===== src/rtl/apa102_frame_rx.sv =====
// APA102 SPI frame receiver: synchronises sck/sda, hunts a 32-bit zero start frame, captures
// LED_CNT frames into a shadow buffer and commits them atomically. Optional macro: APA102_BRIGHTNESS_EN.
module apa102_frame_rx #(
    parameter int LED_CNT = 7,
    parameter int TIMEOUT = 4096
) (
    input  logic                   clk,
    input  logic                   reset,
    input  logic                   sck,
    input  logic                   sda,
    output logic [LED_CNT*32-1:0]  data_out,
    output logic                   frame_valid,
    output logic                   hdr_err,
    output logic                   busy
);
    // state    | meaning
    // HUNT     | counting consecutive zero bits looking for a start frame
    // WAIT_HDR | start frame seen, skipping extra zeros until the first frame MSB
    // DATA     | shifting LED frames into the shadow buffer
    typedef enum logic [1:0] {HUNT, WAIT_HDR, DATA} state_t;

    localparam int IDX_W = (LED_CNT > 1) ? $clog2(LED_CNT) : 1;
    localparam int TC_W  = (TIMEOUT > 2) ? $clog2(TIMEOUT) : 1;
    localparam logic [TC_W-1:0]  TC_LOAD  = TC_W'(TIMEOUT - 1);
    localparam logic [IDX_W-1:0] LAST_IDX = IDX_W'(LED_CNT - 1);

    logic r_sck_meta, r_sck_sync, r_sck_prev;
    logic r_sda_meta, r_sda_sync;

    state_t                      r_state;
    logic [5:0]                  r_zcnt;
    logic [4:0]                  r_bit_cnt;
    logic [IDX_W-1:0]            r_led_idx;
    logic [TC_W-1:0]             r_tcnt;
    logic [31:0]                 r_word;
    logic [LED_CNT-1:0][31:0]    r_shadow;
    logic [LED_CNT*32-1:0]       r_data_out;
    logic                        r_frame_valid;
    logic                        r_hdr_err;
    logic                        r_busy;

    logic        w_strobe;
    logic [31:0] w_word_next;
    logic [31:0] w_word_store;

    assign w_strobe    = r_sck_sync & ~r_sck_prev;
    assign w_word_next = {r_word[30:0], r_sda_sync};

`ifdef APA102_BRIGHTNESS_EN
    logic [5:0]  w_gain;
    logic [13:0] w_prod_b, w_prod_g, w_prod_r;

    assign w_gain   = {1'b0, w_word_next[28:24]} + 6'd1;
    assign w_prod_b = {6'b0, w_word_next[23:16]} * {8'b0, w_gain};
    assign w_prod_g = {6'b0, w_word_next[15:8]}  * {8'b0, w_gain};
    assign w_prod_r = {6'b0, w_word_next[7:0]}   * {8'b0, w_gain};
    // gain is 1..32, so >>5 of an 8-bit colour never exceeds 8 bits
    assign w_word_store = {w_word_next[31:24], 8'(w_prod_b >> 5), 8'(w_prod_g >> 5), 8'(w_prod_r >> 5)};
`else
    assign w_word_store = w_word_next;
`endif

    always_ff @(posedge clk or posedge reset) begin
        if (reset) begin
            r_sck_meta <= 1'b0;
            r_sck_sync <= 1'b0;
            r_sck_prev <= 1'b0;
            r_sda_meta <= 1'b0;
            r_sda_sync <= 1'b0;
        end else begin
            r_sck_meta <= sck;
            r_sck_sync <= r_sck_meta;
            r_sck_prev <= r_sck_sync;
            r_sda_meta <= sda;
            r_sda_sync <= r_sda_meta;
        end
    end

    always_ff @(posedge clk or posedge reset) begin
        if (reset) begin
            r_state       <= HUNT;
            r_zcnt        <= '0;
            r_bit_cnt     <= '0;
            r_led_idx     <= '0;
            r_tcnt        <= '0;
            r_word        <= '0;
            r_shadow      <= '0;
            r_data_out    <= '0;
            r_frame_valid <= 1'b0;
            r_hdr_err     <= 1'b0;
            r_busy        <= 1'b0;
        end else begin
            r_frame_valid <= 1'b0;
            r_hdr_err     <= 1'b0;
            case (r_state)
                HUNT: begin
                    if (w_strobe) begin
                        if (r_sda_sync) begin
                            r_zcnt <= '0;
                        end else begin
                            r_zcnt <= (r_zcnt == 6'd32) ? r_zcnt : r_zcnt + 6'd1;
                            if (r_zcnt == 6'd31) begin
                                r_state <= WAIT_HDR;
                                r_busy  <= 1'b1;
                                r_tcnt  <= TC_LOAD;
                            end
                        end
                    end
                end
                WAIT_HDR: begin
                    if (w_strobe) begin
                        r_tcnt <= TC_LOAD;
                        if (r_sda_sync) begin
                            r_state   <= DATA;
                            r_word    <= 32'd1;
                            r_bit_cnt <= 5'd1;
                            r_led_idx <= '0;
                        end
                    end else if (r_tcnt == '0) begin
                        r_state  <= HUNT;
                        r_busy   <= 1'b0;
                        r_zcnt   <= '0;
                        r_shadow <= '0;
                    end else begin
                        r_tcnt <= r_tcnt - TC_W'(1);
                    end
                end
                DATA: begin
                    if (w_strobe) begin
                        r_tcnt <= TC_LOAD;
                        r_word <= w_word_next;
                        if (r_bit_cnt == 5'd31) begin
                            if (w_word_next[31:29] != 3'b111) begin
                                r_hdr_err <= 1'b1;
                                r_shadow  <= '0;
                                r_zcnt    <= '0;
                                r_state   <= HUNT;
                                r_busy    <= 1'b0;
                            end else begin
                                r_shadow[r_led_idx] <= w_word_store;
                                if (r_led_idx == LAST_IDX) begin
                                    // LED0 lands in the most significant word
                                    for (int i = 0; i < LED_CNT - 1; i++)
                                        r_data_out[(LED_CNT-1-i)*32 +: 32] <= r_shadow[i];
                                    r_data_out[31:0] <= w_word_store;
                                    r_frame_valid    <= 1'b1;
                                    r_zcnt           <= '0;
                                    r_state          <= HUNT;
                                    r_busy           <= 1'b0;
                                end else begin
                                    r_led_idx <= r_led_idx + IDX_W'(1);
                                    r_bit_cnt <= '0;
                                end
                            end
                        end else begin
                            r_bit_cnt <= r_bit_cnt + 5'd1;
                        end
                    end else if (r_tcnt == '0) begin
                        r_state  <= HUNT;
                        r_busy   <= 1'b0;
                        r_zcnt   <= '0;
                        r_shadow <= '0;
                    end else begin
                        r_tcnt <= r_tcnt - TC_W'(1);
                    end
                end
                default: begin
                    r_state <= HUNT;
                    r_busy  <= 1'b0;
                end
            endcase
        end
    end

    assign data_out    = r_data_out;
    assign frame_valid = r_frame_valid;
    assign hdr_err     = r_hdr_err;
    assign busy        = r_busy;
endmodule


===== config.mk =====
export PLATFORM = sky130hd
export DESIGN_NAME = apa102_frame_rx
export DESIGN_NICKNAME = d
export VERILOG_FILES = /design/src/rtl/apa102_frame_rx.sv
export SDC_FILE = /design/constraint.sdc
export NUM_CORES = 1
export LEC_CHECK = 0
export ABC_AREA = 0
export CAP_MARGIN = 20
export CORE_ASPECT_RATIO = 0.8
export CORE_MARGIN = 2
export CORE_UTILIZATION = 45
export DETAILED_ROUTE_END_ITERATION = 8
export HOLD_SLACK_MARGIN = 0.1
export PLACE_DENSITY = 0.69
export SYNTH_ARGS = -nofsm -noshare
export SYNTH_HDL_FRONTEND = slang
export SYNTH_SLANG_ARGS = --single-unit

===== constraint.sdc =====
create_clock -name clk -period 15.3 [get_ports clk]
set_clock_uncertainty 0.1 [all_clocks]
set_input_delay 3.06 -clock clk [delete_from_list [all_inputs] [get_ports clk]]
set_output_delay 3.06 -clock clk [all_outputs]
set_load 0.05 [all_outputs]

* After elaboration in Yosys (flattened, before gate mapping) *
Index checks and enable logic that the tools add are counted.

word-level totals
  register bits after elaboration = 515
  input port bits = 4
  output and inout port bits = 227
  logic and storage cells = 144

cells by class
  add/sub/neg operators = 4
  $lt $le $gt $ge = 2
  equality and inequality tests = 24
  muxes and demuxes = 73
  bitwise gates (word level) = 3
  reduce and logical (&&, ||, !) cells = 16

operators with widths
  kind                                                 count
  2-to-1 mux 224 bit                                   5
  case mux 224 bit (2 select lines)                    1
  bitwise mux 224 bit                                  1
  demux 32 bit (select 3 bit)                          1
  2-to-1 mux 31 bit                                    3
  case mux 31 bit (2 select lines)                     1
  2-to-1 mux 12 bit                                    5
  2-to-1 mux 6 bit                                     9
  2-to-1 mux 32 bit                                    1
  2-to-1 mux 5 bit                                     6
  case mux 12 bit (2 select lines)                     1
  AND reduction 6 bit                                  4
  inequality test 3 bit (second input constant)        7
  2-to-1 mux 2 bit                                     10
  inequality test 2 bit (second input constant)        10
  2-to-1 mux 1 bit                                     18
  2-to-1 mux 3 bit                                     6
  case mux 6 bit (3 select lines)                      1
  logical NOT 12 bit                                   1
  subtractor 12 x 1 -> 12 bit (second input constant)  1
  case mux 5 bit (2 select lines)                      1
  AND reduction 5 bit                                  2
  AND reduction 7 bit                                  1
  adder 6 x 1 -> 6 bit (second input constant)         1
  23 further kinds                                     25

* Longest topological paths before layout *
Gate-level depths: netlist (run 1).

  depth in word-level cells = 9
  gate-level depth with buffers = 11
  depth with buffers taken out = 8

* Worst setup path before layout (run 1) *
No wires, ideal clock.

  path kind = reg-to-output
  start point = register r_busy, in the netlist busy
  end point = output busy
  arrival time = 600 ps
  data required time = 12,140 ps
  slack = 11,540 ps
  stages on the path, launching flop included = 1
  cells stage by stage = dfrtp_1

RTL lines
  item                      line  text
  start: declaration        40    logic r_busy;
  start signal: assignment  91    r_busy <= 1'b0;
  start signal: assignment  104   r_busy <= 1'b1;
  start signal: assignment  121   r_busy <= 1'b0;
  end: declaration          14    output logic busy

No word-level cell between the ends.

==> qor.txt, run 1 <==
RUN STATUS
------------------------------------------------------------------------------------
Status ................................................................ complete, no violations

CELLS AND AREA
------------------------------------------------------------------------------------
Net count reported at finish ..........................................        1,502
Antenna cell count ....................................................            0
Filler cells ..........................................................        3,265
Area Overhead vs Synth ................................................       23.28%
Layout cell share with drive strength beyond 1 ........................       0.2268

TIMING
------------------------------------------------------------------------------------
Max Clock Freq ........................................................    161.9 MHz
Number of pins exceeding their max-slew limit in the final report .....            0
Share of the clock period used by the worst path ......................       0.4037
Final setup violation count ...........................................            0
Actual slew at the worst max-slew pin .................................      1149 ps
Slew headroom .........................................................       0.2319
RSZ-0062 raised after global routing ..................................        false
Final worst path period need ..........................................      6176 ps
Setup total negative slack ............................................         0 ps
Endpoints failing hold ................................................            0

CRITICAL PATH
------------------------------------------------------------------------------------
Gate family responsible for the most delay along the worst path ....... buffers and inverters
Critical Setup Path Class .............................................  in -> async
Worst R2R Path Depth ..................................................            7
Data required time of the critical path ...............................    15,740 ps
Reg-to-reg setup timing slack .........................................    10,730 ps
FF-to-FF End .......................................................... data_out[206]
Critical path buffer and inverter count ...............................            5
CP peak stage delay ...................................................       880 ps
Highest fanout seen on the critical path ..............................          171
Cells along the critical path ......................................... clkdlybuf4s50_1 -> clkinvlp_4 -> buf_4 -> buf_12 -> buf_4
CP endpoint kind ......................................................    async pin
Reg-to-Reg Start ......................................................   r_state[0]
Slowest cell on crit path ............................................. sky130_fd_sc_hd__buf_4
Cell type with the highest occurrence count on the critical path ...... sky130_fd_sc_hd__buf_4
Element type at the critical path start ...............................    input pin
Worst Path Arrival ....................................................      6610 ps

GRT
------------------------------------------------------------------------------------
Routing usage on met2 .................................................       0.3224
Vias in the first global route ........................................       11.81k
First-pass GRT wire length ............................................     70.47 mm
Number of antenna violations at the first check in global routing .....            1
Most crowded layer after global routing ...............................         met2
GRT Overall Usage .....................................................       0.2100
Final global-route overflow total .....................................            0
Pin count of the biggest net entering global routing ..................          172
Met1 track demand over resource in global routing .....................       0.3144
Routing usage on met3 .................................................      0.03523

YOSYS
------------------------------------------------------------------------------------
Synth cell types ......................................................           54
Syn. warnings .........................................................            0
Mean cell area of the mapped netlist ..................................   14.19 um^2
Cell Area, Synth ......................................................  18,580 um^2
Fraction of the yosys area taken by sequential cells ..................       0.6506
Number of standard cells after synthesis ..............................        1,309
Synthesis-stage register bit count ....................................          483
Post-synth net total ..................................................        1,325

ROUTING
------------------------------------------------------------------------------------
Total wire length after detailed routing ..............................     44.91 mm
Number of vias after detailed routing .................................       11.70k
Routed wire per std cell ..............................................     21.75 um
DRC marker count from the first detailed-route iteration ..............          932
First-pass DRT Iterations .............................................            6
Remaining antenna violation count .....................................            0
DRC errors left .......................................................            0
Via count normalized by instance count ................................        5.668

CTS
------------------------------------------------------------------------------------
CTS tree ..............................................................          yes
Num CTS Buffers .......................................................           47
Count of clock tree sinks .............................................          483
Worst-Skew Late Latency ...............................................       550 ps
Number of setup buffers added after CTS ...............................            0
Number of hold-repair buffers added at the cts stage ..................            0
Clock root buffer ..................................................... sky130_fd_sc_hd__clkbuf_16
Max H-tree Level ......................................................            2
Clock Path Buffers ....................................................            3
Clock Pin Slew Worst Setup and Hold Paths .............................        60 ps
CTS-repair resized insts ..............................................            0

POWER AND IR DROP
------------------------------------------------------------------------------------
Pleak .................................................................     10.90 nW
Power Density ......................................................... 113.3 nW/um^2
Tot Pwr ...............................................................     2.595 mW
Maximum ir drop on the vdd rail .......................................   0.06978 mV

HOLD PATH
------------------------------------------------------------------------------------
Worst Hold Path Cells .................................................            0
HP Class ..............................................................   reg -> reg
Worst hold endpoint ...................................................   r_sda_sync
Origin of the worst min-delay path ....................................   r_sda_meta

FLOORPLAN
------------------------------------------------------------------------------------
Die width .............................................................     231.2 um
Placeable core region .................................................  40,710 um^2
Die outline area ......................................................  42,940 um^2
Boundary pin count ....................................................          231
Vertical die dimension ................................................     185.7 um
Number of rows in the core area .......................................           66
Initial Utilization ...................................................       0.4563

PLACED DESIGN
------------------------------------------------------------------------------------
Weighted congestion at the end of routability-driven global placement .       0.8096
DP Wirelength .........................................................     26.60 mm
Input/output buffers ..................................................          230

JOB
------------------------------------------------------------------------------------
# Max-Cap Violations ..................................................            0

## power breakdown
part / switching, mW / internal, mW / leakage (nW)
Clock: 0.487 / 0.773 / 0.844
Combinational: 0.0376 / 0.0114 / 3.33
Sequential: 0.00536 / 1.28 / 6.73
## synth_stat cells (all sizes together)
master | instances | area, um^2
or3 | 3 | 18.77
ha | 12 | 150.1
o41ai | 2 | 17.52
and4b | 3 | 30.03
nand2b | 5 | 38.78
nand3b | 3 | 22.52
nor3 | 7 | 35.03
mux2 | 221 | 2489
o31ai | 5 | 37.54
and2b | 1 | 7.510
a21boi | 1 | 7.510
a221o | 6 | 60.06
o2bb2ai | 7 | 61.31
nand2 | 83 | 311.6
nor2 | 16 | 62.56
nand4b | 2 | 17.52
a21o | 20 | 157.6
and2 | 5 | 31.28
a211oi | 1 | 7.510
dfrtp | 483 | 12090
and3 | 6 | 37.54
nor3b | 5 | 37.54
or3b | 2 | 17.52
or4 | 4 | 33.78
o21a | 1 | 7.510
nor2b | 4 | 25.02
a22o | 171 | 1498
a2111oi | 2 | 36.29
buf | 91 | 500.5
a21bo | 2 | 20.02
a31oi | 2 | 12.51
o21ai | 49 | 245.2
or2 | 7 | 43.80
or4b | 1 | 10.01
nand3 | 15 | 105.1
a32o | 3 | 30.03
nand4 | 2 | 12.51
inv | 9 | 33.78
nor4 | 6 | 43.79
a21oi | 19 | 95.09
clkbuf | 22 | 82.58
## metal layers
metal  part of all wire  vias up
met2               0.46      373
met4              0.017        0
met3              0.060       53
met5                  0        -
met1               0.46     6202
li1                   -     5076
## cell type report
type | count | area (um^2) | share of cell area
Clock inverter | 22 | 349.1 | 0.01524
Inverter | 9 | 37.54 | 0.001639
Timing Repair Buffer | 241 | 2470 | 0.1078
Tap cell | 544 | 680.7 | 0.02972
Multi-Input combinational cell | 704 | 5927 | 0.2588
Sequential cell | 483 | 12090 | 0.5277
Clock buffer | 62 | 1353 | 0.05906
## cell usage in the layout (no fill, tap or decap), types with 11 or more instances in the layout
| master | n |
|---|---|
| sky130_fd_sc_hd__o21ai_0 | 48 |
| sky130_fd_sc_hd__clkbuf_16 | 47 |
| sky130_fd_sc_hd__mux2_2 | 221 |
| sky130_fd_sc_hd__nand2_1 | 82 |
| sky130_fd_sc_hd__a22o_1 | 171 |
| sky130_fd_sc_hd__ha_1 | 11 |
| sky130_fd_sc_hd__clkdlybuf4s50_1 | 230 |
| sky130_fd_sc_hd__clkbuf_8 | 12 |
| sky130_fd_sc_hd__a21o_1 | 19 |
| sky130_fd_sc_hd__dfrtp_1 | 483 |
| sky130_fd_sc_hd__a21oi_1 | 19 |
## cells by family after synthesis
logic type	count (synthesis)	share of synthesized area
buffers and inverters	122	0.03320
AOI/OAI and AO/OA	291	0.1235
adders and majority gates	12	0.008082
DFF	483	0.6506
muxes	221	0.1340
and+or+nand+nor	180	0.05071
## worst max path at each step
| stage | startpoint | cells after the start | slack, ps | end |
|---|---|---|---|---|
| finish | reset | 5 | 9120 | r_tcnt[10] |
| global route | reset | 5 | 8550 | r_tcnt[10] |
| CTS | reset | 5 | 9010 | data_out[122] |
| detailed placement | reset | 5 | 8420 | data_out[184] |
| global placement | reset | 5 | 8480 | data_out[183] |
| floorplan | reset | 1 | 5590 | busy |
## registers in the layout (all words and copies together) (netlist names), 2 cells and up
name,flops
data_out,224
r_zcnt,6
r_state,2
r_bit_cnt,5
r_tcnt,12
r_word,31
r_shadow,192
r_led_idx,3
## stage by stage
step / hold slack, ps / instance area [um^2] / util / setup WS (ps) / std cells
after CTS: 249.9 / 22800 / 0.5601 / 9013 / 2061
after detailed placement: 234.7 / 21100 / 0.5183 / 8418 / 1977
after global routing: 254.8 / 22900 / 0.5626 / 8554 / 2065
after floorplan: 231.2 / 18580 / - / 5593 / 1309
after global placement: 232.3 / 21100 / 0.5183 / 8484 / 1977
final: 248.6 / 22900 / 0.5626 / 9124 / 2065
No activity file was read; power rests on OpenSTA's default activity.
==> run 2: changes to the inputs <==
Settings changed: PLACE_DENSITY 0.69 to 0.67.
Clock period 15.3 ns to 6.4 ns, I/O delays scaled along.
==> qor.txt, run 2 (synthesis results as in run 1) <==
CRITICAL PATH
------------------------------------------------------------------------------------
Worst R2R Path Depth ..................................................            7   unchanged
FF-to-FF End .......................................................... r_shadow[10]
Highest fanout seen on the critical path ..............................           44   -74%
Reg-to-Reg Start ......................................................   r_state[0]
Cells along the critical path ......................................... inv_1 -> ha_2 -> nand3b_1 -> nor2_2 -> nand4b_1 -> nor2_4 -> a22o_1
Worst Path Arrival ....................................................      4120 ps   -2490 ps
Data required time of the critical path ...............................      6790 ps   -8950 ps
CP peak stage delay ...................................................       940 ps   +60 ps
Critical path buffer and inverter count ...............................            1   -4
CP endpoint kind ......................................................         flop
Reg-to-reg setup timing slack .........................................      2660 ps   -8070 ps
Critical Setup Path Class .............................................   reg -> reg
Gate family responsible for the most delay along the worst path ....... simple AND/OR/NAND/NOR gates
Slowest cell on crit path ............................................. sky130_fd_sc_hd__nor2_4
Element type at the critical path start ...............................         flop

FLOORPLAN
------------------------------------------------------------------------------------
Die outline area ......................................................  42,940 um^2   unchanged
Die width .............................................................     231.2 um   unchanged
Placeable core region .................................................  40,710 um^2   unchanged
Number of rows in the core area .......................................           66   unchanged
Vertical die dimension ................................................     185.7 um   unchanged
Boundary pin count ....................................................          231   unchanged
Initial Utilization ...................................................       0.4563   unchanged

TIMING
------------------------------------------------------------------------------------
RSZ-0062 raised after global routing ..................................        false
Endpoints failing hold ................................................            0   unchanged
Share of the clock period used by the worst path ......................       0.5843
Slew headroom .........................................................       0.3144   +0.08247
Final setup violation count ...........................................            0   unchanged
Final worst path period need ..........................................      3739 ps
Worst setup margin ....................................................      2661 ps   -6463 ps
Max Clock Freq ........................................................    267.4 MHz
Actual slew at the worst max-slew pin .................................      1026 ps   -123.4 ps
Number of pins exceeding their max-slew limit in the final report .....            0   unchanged

PLACED DESIGN
------------------------------------------------------------------------------------
Worst Setup Slack post-DPL ............................................      2690 ps   -5728 ps
Input/output buffers ..................................................          230   unchanged
DP Wirelength .........................................................     26.65 mm   +0.16%
Weighted congestion at the end of routability-driven global placement .       0.8069   -0.33%

POWER AND IR DROP
------------------------------------------------------------------------------------
Pleak .................................................................     10.88 nW   -0.19%
Power Density ......................................................... 264.2 nW/um^2   +130%
Maximum ir drop on the vdd rail .......................................    0.1670 mV   +140%
Tot Pwr ...............................................................     6.042 mW   +130%

CTS
------------------------------------------------------------------------------------
Count of clock tree sinks .............................................          483   unchanged
Clock Path Buffers ....................................................            3   unchanged
Number of hold-repair buffers added at the cts stage ..................            0   unchanged
CTS-repair resized insts ..............................................            0   unchanged
Max H-tree Level ......................................................            2   unchanged
Clock Pin Slew Worst Setup and Hold Paths .............................        70 ps   about the same
Worst-Skew Late Latency ...............................................       560 ps   about the same
Number of setup buffers added after CTS ...............................            0   unchanged
Clock root buffer ..................................................... sky130_fd_sc_hd__clkbuf_16
Num CTS Buffers .......................................................           47   unchanged
CTS tree ..............................................................          yes

JOB
------------------------------------------------------------------------------------
# Max-Cap Violations ..................................................            0   unchanged

ROUTING
------------------------------------------------------------------------------------
Routed wire per std cell ..............................................     21.36 um   -1.8%
Number of vias after detailed routing .................................       11.56k   -1.3%
Remaining antenna violation count .....................................            0   unchanged
Via count normalized by instance count ................................        5.588   -1.4%
DRC marker count from the first detailed-route iteration ..............          790   -15%
First-pass DRT Iterations .............................................            5   -1
Total wire length after detailed routing ..............................     44.16 mm   -1.7%
DRC errors left .......................................................            0   unchanged

HOLD PATH
------------------------------------------------------------------------------------
Origin of the worst min-delay path ....................................   r_sda_meta
HP Class ..............................................................   reg -> reg
Worst hold endpoint ...................................................   r_sda_sync
Worst Hold Path Cells .................................................            0   unchanged

CELLS AND AREA
------------------------------------------------------------------------------------
Net count reported at finish ..........................................        1,502   unchanged
Highest-count cells in the layout ignoring fill and taps .............. sky130_fd_sc_hd__dfrtp_1, sky130_fd_sc_hd__clkdlybuf4s50_1, sky130_fd_sc_hd__mux2_2
Area Overhead vs Synth ................................................       23.10%
Layout cell share with drive strength beyond 1 ........................       0.2257   -0.001103
Filler cells ..........................................................        3,252   -0.40%
Area occupied by registers ............................................  12,090 um^2   unchanged
Antenna cell count ....................................................            0   unchanged
Most common cell after layout, fill and taps aside .................... sky130_fd_sc_hd__dfrtp_1
Area of the multi-input gates .........................................    5927 um^2   unchanged
Flip-flop count of the largest register, all copies and words added ...          224   unchanged

GRT
------------------------------------------------------------------------------------
Vias in the first global route ........................................       11.84k   +0.24%
Number of antenna violations at the first check in global routing .....            0   -1
First-pass GRT wire length ............................................     69.59 mm   -1.2%
Pin count of the biggest net entering global routing ..................          132   -23%
Final global-route overflow total .....................................            0   unchanged
GRT Overall Usage .....................................................       0.2077   -0.002289

RUN STATUS
------------------------------------------------------------------------------------
Status ................................................................ complete, no violations

-- run 2: area by class of cell --
type | count | share of cell area
Sequential cell | 483 | 0.5285
Clock inverter | 16 | 0.007441
Clock buffer | 71 | 0.06330
Timing Repair Buffer | 241 | 0.1102
Multi-Input combinational cell | 704 | 0.2592
Inverter | 9 | 0.001641
Tap cell | 544 | 0.02976
-- run 2: worst max-delay path by stage --
stage                     from       endpoint  slack, ps  cells past startpoint
floorplan                reset           busy      -1530                      1
global placement    r_state[0]  data_out[109]       2870                      7
detailed placement  r_state[0]   r_shadow[19]       2690                      7
CTS                 r_state[0]   r_shadow[10]       2680                      7
global route        r_state[0]   r_shadow[13]       2380                      7
finish              r_state[0]   r_shadow[10]       2660                      7
-- run 2: report_power, final --
| group | leakage [nW] | switching, mW | internal [mW] | total (mW) |
|---|---|---|---|---|
| Combinational | 3.34 | 0.0900 | 0.0287 | 0.119 |
| Clock | 0.812 | 1.16 | 1.68 | 2.85 |
| Sequential | 6.73 | 0.0130 | 3.06 | 3.08 |
| Total | 10.9 | 1.27 | 4.78 | 6.04 |
-- run 2: metal layers --
| layer | GRT usage | share of wire | vias up |
|---|---|---|---|
| met3 | 0.03263 | 0.047 | 49 |
| met5 | 0 | 0 | - |
| met2 | 0.3170 | 0.46 | 324 |
| met1 | 0.3102 | 0.48 | 6092 |
| met4 | 0.05574 | 0.018 | 0 |
| li1 | - | - | 5092 |
-- run 2: stage by stage --
stage          area, um^2  cells  hold WS [ps]  utilization  TNS (ps)
2_1_floorplan       18580   1309         231.2            -   -737390
4_1_cts             22790   2065         249.1       0.5597         0
6_report            22870   2068         247.5       0.5617         0
3_3_place_gp        21170   1978         260.7       0.5200         0
3_5_place_dp        21170   1978         234.7       0.5200         0
5_1_grt             22870   2068         255.7       0.5617         0
==> run 3: changes to the inputs <==
Settings changed: PLACE_DENSITY 0.67 to 0.69.
Clock period 6.4 ns to 3.1 ns, I/O delays scaled along.
==> qor.txt, run 3 (synthesis results as in run 1) <==
RUN STATUS
------------------------------------------------------------------------------------
Status ................................................................ complete, no violations

ROUTING
------------------------------------------------------------------------------------
First-pass DRT Iterations .............................................            5   unchanged
Number of vias after detailed routing .................................       11.49k   -0.61%
DRC marker count from the first detailed-route iteration ..............          840   +6.3%
Remaining antenna violation count .....................................            0   unchanged
DRC errors left .......................................................            0   unchanged
Via count normalized by instance count ................................        5.483   -1.9%
Routed wire per std cell ..............................................     20.97 um   -1.8%
Total wire length after detailed routing ..............................     43.94 mm   -0.51%

FLOORPLAN
------------------------------------------------------------------------------------
Initial Utilization ...................................................       0.4563   unchanged
Die width .............................................................     231.2 um   unchanged
Boundary pin count ....................................................          231   unchanged
Vertical die dimension ................................................     185.7 um   unchanged
Placeable core region .................................................  40,710 um^2   unchanged
Die outline area ......................................................  42,940 um^2   unchanged
Number of rows in the core area .......................................           66   unchanged

CTS
------------------------------------------------------------------------------------
Max H-tree Level ......................................................            2   unchanged
Number of hold-repair buffers added at the cts stage ..................            0   unchanged
CTS tree ..............................................................          yes
Number of setup buffers added after CTS ...............................            0   unchanged
Clock Path Buffers ....................................................            3   unchanged
Clock Pin Slew Worst Setup and Hold Paths .............................        60 ps   about the same
Num CTS Buffers .......................................................           46   -2.1%
Worst-Skew Late Latency ...............................................       560 ps   about the same
Clock root buffer ..................................................... sky130_fd_sc_hd__clkbuf_16
Count of clock tree sinks .............................................          483   unchanged
CTS-repair resized insts ..............................................            0   unchanged

GRT
------------------------------------------------------------------------------------
Pin count of the biggest net entering global routing ..................          110   -17%
Final global-route overflow total .....................................            0   unchanged
Vias in the first global route ........................................       11.83k   -0.068%
Number of antenna violations at the first check in global routing .....            0   unchanged
GRT Overall Usage .....................................................       0.2076   about the same
First-pass GRT wire length ............................................     69.32 mm   -0.40%

POWER AND IR DROP
------------------------------------------------------------------------------------
Switching share of power ..............................................       0.2131   +0.003460
Pleak .................................................................     10.96 nW   +0.66%
Clock share of power ..................................................        0.453   -0.018
Internal ..............................................................     9.506 mW   +99%
Power share of the sequential group ...................................        0.526   +0.017
Maximum ir drop on the vdd rail .......................................    0.3871 mV   +130%
Gate power share ......................................................        0.021   about the same
Power Density ......................................................... 526.0 nW/um^2   +99%
Switching pwr .........................................................     2.575 mW   +100%

TIMING
------------------------------------------------------------------------------------
Share of the clock period used by the worst path ......................       0.9145   +0.3303
Slew headroom .........................................................       0.5085   +0.1941
Endpoints failing hold ................................................            0   unchanged
Final setup violation count ...........................................            0   unchanged
Max Clock Freq ........................................................    352.7 MHz   +32%
Worst setup margin ....................................................     264.9 ps   -2396 ps
Number of pins exceeding their max-slew limit in the final report .....            0   unchanged
Final worst path period need ..........................................      2835 ps   -904.1 ps
Setup total negative slack ............................................         0 ps   unchanged
RSZ-0062 raised after global routing ..................................        false
Actual slew at the worst max-slew pin .................................     732.9 ps   -293.1 ps

CRITICAL PATH
------------------------------------------------------------------------------------
Worst Path Arrival ....................................................      3180 ps   -940 ps
Element type at the critical path start ...............................         flop
Data required time of the critical path ...............................      3440 ps   -3350 ps
CP endpoint kind ......................................................         flop
Critical Setup Path Class .............................................   reg -> reg
Highest fanout seen on the critical path ..............................           21   -52%

CELLS AND AREA
------------------------------------------------------------------------------------
Flip-flop count of the largest register, all copies and words added ...          224   unchanged
Layout cell share with drive strength beyond 1 ........................       0.2379   +0.01219
Post-layout util ......................................................       0.5641   +0.002397
Most common cell after layout, fill and taps aside .................... sky130_fd_sc_hd__dfrtp_1
Antenna cell count ....................................................            0   unchanged
Net count reported at finish ..........................................        1,534   +2.1%
Area Overhead vs Synth ................................................       23.63%
Highest-count cells in the layout ignoring fill and taps .............. sky130_fd_sc_hd__dfrtp_1, sky130_fd_sc_hd__clkdlybuf4s50_1, sky130_fd_sc_hd__mux2_2

JOB
------------------------------------------------------------------------------------
# Max-Cap Violations ..................................................            0   unchanged

HOLD PATH
------------------------------------------------------------------------------------
HP Class ..............................................................   reg -> reg

PLACED DESIGN
------------------------------------------------------------------------------------
Input/output buffers ..................................................          230   unchanged
Worst Setup Slack post-DPL ............................................     282.4 ps   -2408 ps
Weighted congestion at the end of routability-driven global placement .       0.8410   +4.2%
DP Wirelength .........................................................     28.50 mm   +7.0%

[run 3: cell types whose count changed in the layout (fill, tap and decap cells not counted), sizes merged]
cell      delta
clkbuf       -5
buf         +33
bufinv       -2
clkinvlp     +3
clkinv       -3
inv          +1
[run 3: path summary, 6_finish.rpt]
check,depth (start not counted),from,slack [ps],endpoint
max,8,r_tcnt[0],260,r_shadow[180]
min,0,r_sda_meta,250,r_sda_sync
max reg2reg,8,r_tcnt[0],260,r_shadow[180]
min reg2reg,0,r_sda_meta,250,r_sda_sync
max in group asynchronous,4,reset,1660,r_shadow[174]
min in group asynchronous,3,reset,470,data_out[71]
[run 3: power groups by stage]
stage	clock [mW]	sequential (mW)	combinational, mW
CTS	5.61	6.35	0.264
global placement	0	6.46	0.256
floorplan	0	6.46	0.185
detailed placement	0	6.46	0.263
global route	5.89	6.35	0.295
finish	5.48	6.35	0.253
[run 3: layout make-up]
cell class / count / area, um^2
multi-input combinational: 704 / 5927
clock inverter: 15 / 130.1
inverter: 9 / 37.54
tap: 544 / 680.7
sequential: 483 / 12090
timing repair buffer: 274 / 2758
fill: 3270 / 17740
clock buffer: 66 / 1348
[run 3: worst max-delay path, cell delays in order, from the launching register on]
cell                      delay [ps]
sky130_fd_sc_hd__dfrtp_1         410
sky130_fd_sc_hd__inv_1            70
sky130_fd_sc_hd__ha_1            210
sky130_fd_sc_hd__nor3b_1         460
sky130_fd_sc_hd__and4b_1         630
sky130_fd_sc_hd__a21o_4          210
sky130_fd_sc_hd__nand3_2          90
sky130_fd_sc_hd__buf_4           250
sky130_fd_sc_hd__a22o_1          280
[run 3: metrics by stage]
step           cells  hold slack (ps)  instance area, um^2  total power, mW
3_3_place_gp    2014            241.6                21490            6.720
5_1_grt         2095            256.5                22970            12.54
4_1_cts         2095            256.5                22970            12.22
3_5_place_dp    2014            241.8                21490            6.728
6_report        2095            251.2                22970            12.08
2_1_floorplan   1309            231.2                18580            6.647
[run 3: layer usage]
layer  GRT usage  vias to the layer above  part of all wire
li1            -                     5161                 -
met1      0.3078                     5985              0.48
met2      0.3224                      289              0.46
met3     0.03508                       52             0.050
met4     0.04542                        0             0.016
met5           0                        -                 0
